[src/rtl/cpu_pkg.sv]
// Shared types for the single-issue core's control path: sequencer state
// encoding and a small state-decode helper.
package cpu_pkg;

  typedef enum logic [2:0] {
    IDLE    = 3'd0,
    FETCH   = 3'd1,
    DECODE  = 3'd2,
    EXECUTE = 3'd3,
    MEM     = 3'd4,
    WRITE   = 3'd5,
    HALTED  = 3'd6,
    ERROR   = 3'd7
  } seq_state_t;

  localparam int PERF_W = 32;

  function automatic logic state_is_busy(input seq_state_t s);
    return !(s == IDLE || s == HALTED || s == ERROR);
  endfunction

endpackage

[src/rtl/seq_perf_counter.sv]
// Busy-cycle and retired-instruction counters for the stage sequencer.
// Present only when SEQ_PERF_CNT_EN is defined.
`ifdef SEQ_PERF_CNT_EN
module seq_perf_counter
  import cpu_pkg::*;
(
  input  logic              clk,
  input  logic              rst,
  input  logic              busy,
  input  logic              retire,
  output logic [PERF_W-1:0] cycles,
  output logic [PERF_W-1:0] instret
);

  logic [PERF_W-1:0] cycles_q, cycles_d;
  logic [PERF_W-1:0] instret_q, instret_d;

  // Both counters wrap naturally at 2^32.
  always_comb begin
    cycles_d  = cycles_q;
    instret_d = instret_q;
    if (busy)   cycles_d  = cycles_q + 1'b1;
    if (retire) instret_d = instret_q + 1'b1;
  end

  always_ff @(posedge clk or posedge rst) begin
    if (rst) begin
      cycles_q  <= '0;
      instret_q <= '0;
    end else begin
      cycles_q  <= cycles_d;
      instret_q <= instret_d;
    end
  end

  assign cycles  = cycles_q;
  assign instret = instret_q;

endmodule
`endif

[src/rtl/cpu_stage_sequencer.sv]
// Multi-cycle FETCH/DECODE/EXECUTE/MEM/WRITE control FSM with memory ack
// timeout. SEQ_PERF_CNT_EN adds CYCLES/INSTRET performance counters.
module cpu_stage_sequencer
  import cpu_pkg::*;
#(
  parameter int ACK_TIMEOUT = 255
) (
  input  logic        CLK,
  input  logic        RST,
  input  logic        START,
  input  logic        HALT_REQ,
  output logic        IMEM_REQ,
  input  logic        IMEM_ACK,
  output logic        FETCH_EN,
  output logic        DECODE_EN,
  output logic        EXEC_EN,
  input  logic        IS_LOAD,
  input  logic        IS_STORE,
  input  logic        HAS_RD,
  output logic        DMEM_REQ,
  output logic        DMEM_WE,
  input  logic        DMEM_ACK,
  output logic        PC_WE,
  output logic        RF_WE,
  output logic        BUSY,
  output logic        ERR,
  output logic [2:0]  STATE
`ifdef SEQ_PERF_CNT_EN
  ,
  output logic [31:0] CYCLES,
  output logic [31:0] INSTRET
`endif
);

  localparam int CNT_W = $clog2(ACK_TIMEOUT + 1);
  localparam logic [CNT_W-1:0] CNT_LAST = CNT_W'(ACK_TIMEOUT - 1);

  seq_state_t       state_q, state_d;
  logic [CNT_W-1:0] wait_cnt_q, wait_cnt_d;
  logic             is_store_q, is_store_d;
  logic             has_rd_q, has_rd_d;

  always_comb begin
    state_d    = state_q;
    wait_cnt_d = wait_cnt_q;
    is_store_d = is_store_q;
    has_rd_d   = has_rd_q;
    case (state_q)
      IDLE: begin
        if (START) begin
          state_d    = FETCH;
          wait_cnt_d = '0;
        end
      end
      FETCH: begin
        if (IMEM_ACK)                  state_d    = DECODE;
        else if (wait_cnt_q == CNT_LAST) state_d  = ERROR;
        else                           wait_cnt_d = wait_cnt_q + 1'b1;
      end
      DECODE: state_d = EXECUTE;
      EXECUTE: begin
        // A load+store decode collapses to a store via the latched store flag.
        is_store_d = IS_STORE;
        has_rd_d   = HAS_RD;
        if (IS_LOAD || IS_STORE) begin
          state_d    = MEM;
          wait_cnt_d = '0;
        end else begin
          state_d = WRITE;
        end
      end
      MEM: begin
        if (DMEM_ACK)                  state_d    = WRITE;
        else if (wait_cnt_q == CNT_LAST) state_d  = ERROR;
        else                           wait_cnt_d = wait_cnt_q + 1'b1;
      end
      WRITE: begin
        if (HALT_REQ) begin
          state_d = HALTED;
        end else begin
          state_d    = FETCH;
          wait_cnt_d = '0;
        end
      end
      HALTED: begin
        if (!START) state_d = IDLE;
      end
      ERROR:   state_d = ERROR;
      default: state_d = IDLE;
    endcase
  end

  always_ff @(posedge CLK or posedge RST) begin
    if (RST) begin
      state_q    <= IDLE;
      wait_cnt_q <= '0;
      is_store_q <= 1'b0;
      has_rd_q   <= 1'b0;
    end else begin
      state_q    <= state_d;
      wait_cnt_q <= wait_cnt_d;
      is_store_q <= is_store_d;
      has_rd_q   <= has_rd_d;
    end
  end

  // Moore decode only: nothing here depends on a live input.
  assign IMEM_REQ  = (state_q == FETCH);
  assign FETCH_EN  = (state_q == FETCH);
  assign DECODE_EN = (state_q == DECODE);
  assign EXEC_EN   = (state_q == EXECUTE);
  assign DMEM_REQ  = (state_q == MEM);
  assign DMEM_WE   = (state_q == MEM) && is_store_q;
  assign PC_WE     = (state_q == WRITE);
  assign RF_WE     = (state_q == WRITE) && has_rd_q && !is_store_q;
  assign BUSY      = state_is_busy(state_q);
  assign ERR       = (state_q == ERROR);
  assign STATE     = 3'(state_q);

`ifdef SEQ_PERF_CNT_EN
  seq_perf_counter u_perf (
    .clk     (CLK),
    .rst     (RST),
    .busy    (BUSY),
    .retire  (state_q == WRITE),
    .cycles  (CYCLES),
    .instret (INSTRET)
  );
`endif

endmodule

[config.mk]
export PLATFORM = sky130hd
export DESIGN_NAME = cpu_stage_sequencer
export DESIGN_NICKNAME = d
export VERILOG_FILES = /design/src/rtl/cpu_pkg.sv /design/src/rtl/seq_perf_counter.sv /design/src/rtl/cpu_stage_sequencer.sv
export SDC_FILE = /design/constraint.sdc
export NUM_CORES = 1
export LEC_CHECK = 0
export BUFFER_PORTS_ARGS = -buffer_cell sky130_fd_sc_hd__buf_2
export CAP_MARGIN = 15
export CORE_MARGIN = 2
export CORE_UTILIZATION = 30
export CTS_BUF_LIST = sky130_fd_sc_hd__clkbuf_2
export DETAILED_ROUTE_END_ITERATION = 8
export GPL_TIMING_DRIVEN = 0
export PLACE_DENSITY = 0.62
export RECOVER_POWER = 25
export SLEW_MARGIN = 20
export SYNTH_ARGS = -nofsm -noshare
export SYNTH_HDL_FRONTEND = slang
export SYNTH_SLANG_ARGS = --single-unit
export TNS_END_PERCENT = 100
[constraint.sdc]
create_clock -name CLK -period 1.7 [get_ports CLK]
set_input_delay 0.34 -clock CLK [delete_from_list [all_inputs] [get_ports CLK]]
set_output_delay 0.34 -clock CLK [all_outputs]
set_load 0.05 [all_outputs]
==> results.md <==
- Status: finished, violations left
- Failing checks: negative setup slack
- Clk sinks: 13
- Setup TNS: -1.43 ns
- Syn. warnings: 0
- CTS root buf: clkbuf_2
- Share of layout cells above drive strength 1: 0.589
- Final setup fails: 18
- GP Congestion: 0.848
- Slew Viols, Final: 0
- Avg Cell Area, Syn: 8.59 µm²
- Initial Util: 0.306
- Dpl cells: about 180
- Critical Path Source Type: flop
- Number of synthesized register bits: 13
- GRT Total Usage: 0.158
- Unrepaired setup endpoints after global routing: yes
- Gate Count Post-Synth: 117
- Max-slew headroom: 0.628
- Antenna Diode Count: 0
- Post-Syn Area: about 0.0010 mm²
- Min setup slack post-route: -0.164 ns
- Hold buffer count at CTS: 0
- Clock slew at reported path FFs: 0.15 ns
- Synth-to-Final Area Change: 68.0%
- Die Area: 0.00383 mm²
- Die height: 61.9 µm
- Register area share after synthesis: 0.324
- HPWL Detailed: ~1.9 mm
- Die width: roughly 62 µm
- Port bufs: 21
- Fmax: 536 MHz
- CTS tree: built
- LEAKAGE: ~0.68 nW
- Global-route wire length before repair: between 4 and 5 mm
- Slew @ Worst Pin: 0.554 ns
- Largest net degree at the start of global routing: 14
- H-tree depth: 1
- Combinational Power Share: 0.815
- Core Region: around 0.0033 mm²
- Final Critical Period: 1.86 ns
- Clk pwr share: 0.052
- DP Area: 0.00125 mm²
- Site Rows: 21
- Non-Filler Instances: 204
- Post-synth EDFFs: 0
- Routed len/inst: 14.9 µm
- Initial antenna violation count: 0
- HP Class: in -> async
- Internal power: 1.70 mW
- Grt total ovfl: 0
- Prevailing post-synth register cell: dfrtp_1
- Vias in the first global route: roughly 970
- Layout Utilization: 0.514
- Peak supply drop: ~530 µV
- Top Ports: 22
- Max clock buf depth: 2
- Yosys cell types: between 40 and 50
- PwrDens: 2030 mW/mm²
- Switch share: 0.505
- Setup crit end kind: output pin
- Vias per cell: 5.36
- Vias: between 1000 and 1500
- WP data required: 1.36 ns
- Leading area contributor after synthesis: dfrtp_1
- CTS buffer count: 3
- MaxCap Viol Count: 0
- Synth top cells by count: 13 x dfrtp_1, 9 x nand2_1, 8 x nor2_1, 8 x o21ai_0
- Clock skew: 0.0115 ns
- Most common cell in the netlist: dfrtp_1
- Sequential share of power: 0.133
- Ys async rst share: 1.00
- DR iter-0 viols: 78
- Post-synth top area share: 0.324
- Drt total wl: 3.03 mm
- Final Hold Vio Count: 0
- Syn nets: 128
- Residual DRC: 0
- Final critical-path share of the clock period: 1.10
- Critical path arrival: between 1.5 and 2 ns
- Final net count: 170
- NetSw: 1.73 mW
- Critical path class: reg -> out
- Later-pin clock latency in the skew report: 0.29 ns
- Crit-path max FO: 6
- Dpl ws: -0.306 ns
- Antenna viol nets, final: 0
- Synth area leaders: dfrtp_1 32%, o21ai_0 4.0%, nand2_1 3.4%, buf_6 3.4%, a21oi_1 3.0%
- DRT Pass-1 Iters: 4
- Final Instance Area: 0.00169 mm²
[metal layers]
layer | up-vias | GRT usage | share of wire
li1 | 523 | - | -
met1 | 528 | 0.215 | 0.42
met2 | 40 | 0.257 | 0.52
met3 | 2 | 0.0373 | 0.055
met4 | 0 | 0.0304 | 0.0026
met5 | - | 0 | 0
[flip-flops by register name, summed over array words and instances, names as in the netlist]
| name | cells |
|---|---|
| has_rd_q | 1 |
| wait_cnt_q | 8 |
| is_store_q | 1 |
| STATE | 3 |
[cell usage in the layout (no fill, tap or decap), types with 3 or more instances in the layout]
master	count
a21oi_1	3
a21oi_2	3
buf_2	11
buf_4	15
buf_6	9
buf_8	5
clkbuf_2	4
dfrtp_1	8
dfrtp_2	5
inv_1	5
nand2_1	9
nand3_2	3
nor2_1	4
nor2_4	3
nor3_1	3
o21ai_0	8
o31ai_4	3
[power groups by stage]
stage	Combinational (mW)	Sequential (mW)	Clock (mW)
after floorplan	1.42	0.591	0
final	2.79	0.455	0.178
after detailed placement	1.86	0.483	0
after global routing	2.97	0.462	0.209
after CTS	2.51	0.459	0.188
after global placement	1.83	0.480	0
[through the flow]
stage / power [mW] / hold slack [ns]
2_1_floorplan: 2.01 / 0.217
3_3_place_gp: 2.31 / 0.397
3_5_place_dp: 2.34 / 0.410
4_1_cts: 3.16 / 0.0597
5_1_grt: 3.65 / 0.0674
6_report: 3.43 / 0.0490
[cell type report]
type | count | area [µm²]
repair buffers | 38 | 330
flip-flops and latches | 13 | 332
multi-input cells | 90 | 810
plain buffers | 7 | 111
inverters | 6 | 27.5
well taps | 46 | 57.6
fillers | 296 | 1600
clock buffers | 4 | 20.0
[path summary, 6_finish.rpt]
path                                             end  slack [ns]  depth (start not counted)                 start
hold / removal             wait_cnt_q[2]$_DFFE_PP0P_        0.05                          2                   RST
hold reg to reg                 has_rd_q$_DFFE_PP0P_        0.53                          1  has_rd_q$_DFFE_PP0P_
max in group asynchronous  wait_cnt_q[0]$_DFFE_PP0P_        1.26                          2                   RST
setup reg to reg           wait_cnt_q[4]$_DFFE_PP0P_       -0.13                          6  STATE[0]$_DFFE_PP0P_
min in group CLK                has_rd_q$_DFFE_PP0P_        0.27                          2                HAS_RD
setup / recovery                               RF_WE       -0.16                          6  STATE[0]$_DFFE_PP0P_
[cells by family after synthesis]
| logic type | after synthesis | share of synthesized area |
|---|---|---|
| multiplexers | 2 | 0.0224 |
| buffers and inverters | 14 | 0.0785 |
| adder cells (fa/ha/maj) | 2 | 0.0249 |
| AND/OR/NAND/NOR | 47 | 0.263 |
| flip-flops | 13 | 0.324 |
| AO/OA/AOI/OAI | 38 | 0.279 |
| XOR/XNOR | 1 | 0.00872 |
[critical path, stage by stage (launching register included)]
cell and delay (ns):
dfrtp_2 0.40, buf_6 0.12, clkbuf_16 0.14, inv_6 0.03, nor3b_4 0.17, and3b_2 0.22, buf_8 0.14
[what timing repair did]
action                                  CTS  global route
buffers inserted                         13             4
pin swaps                                 9            12
gates cloned                              0             0
resized for setup                        46            22
endpoints found under the setup margin   16            19
Power figures use the tool's default switching activity.
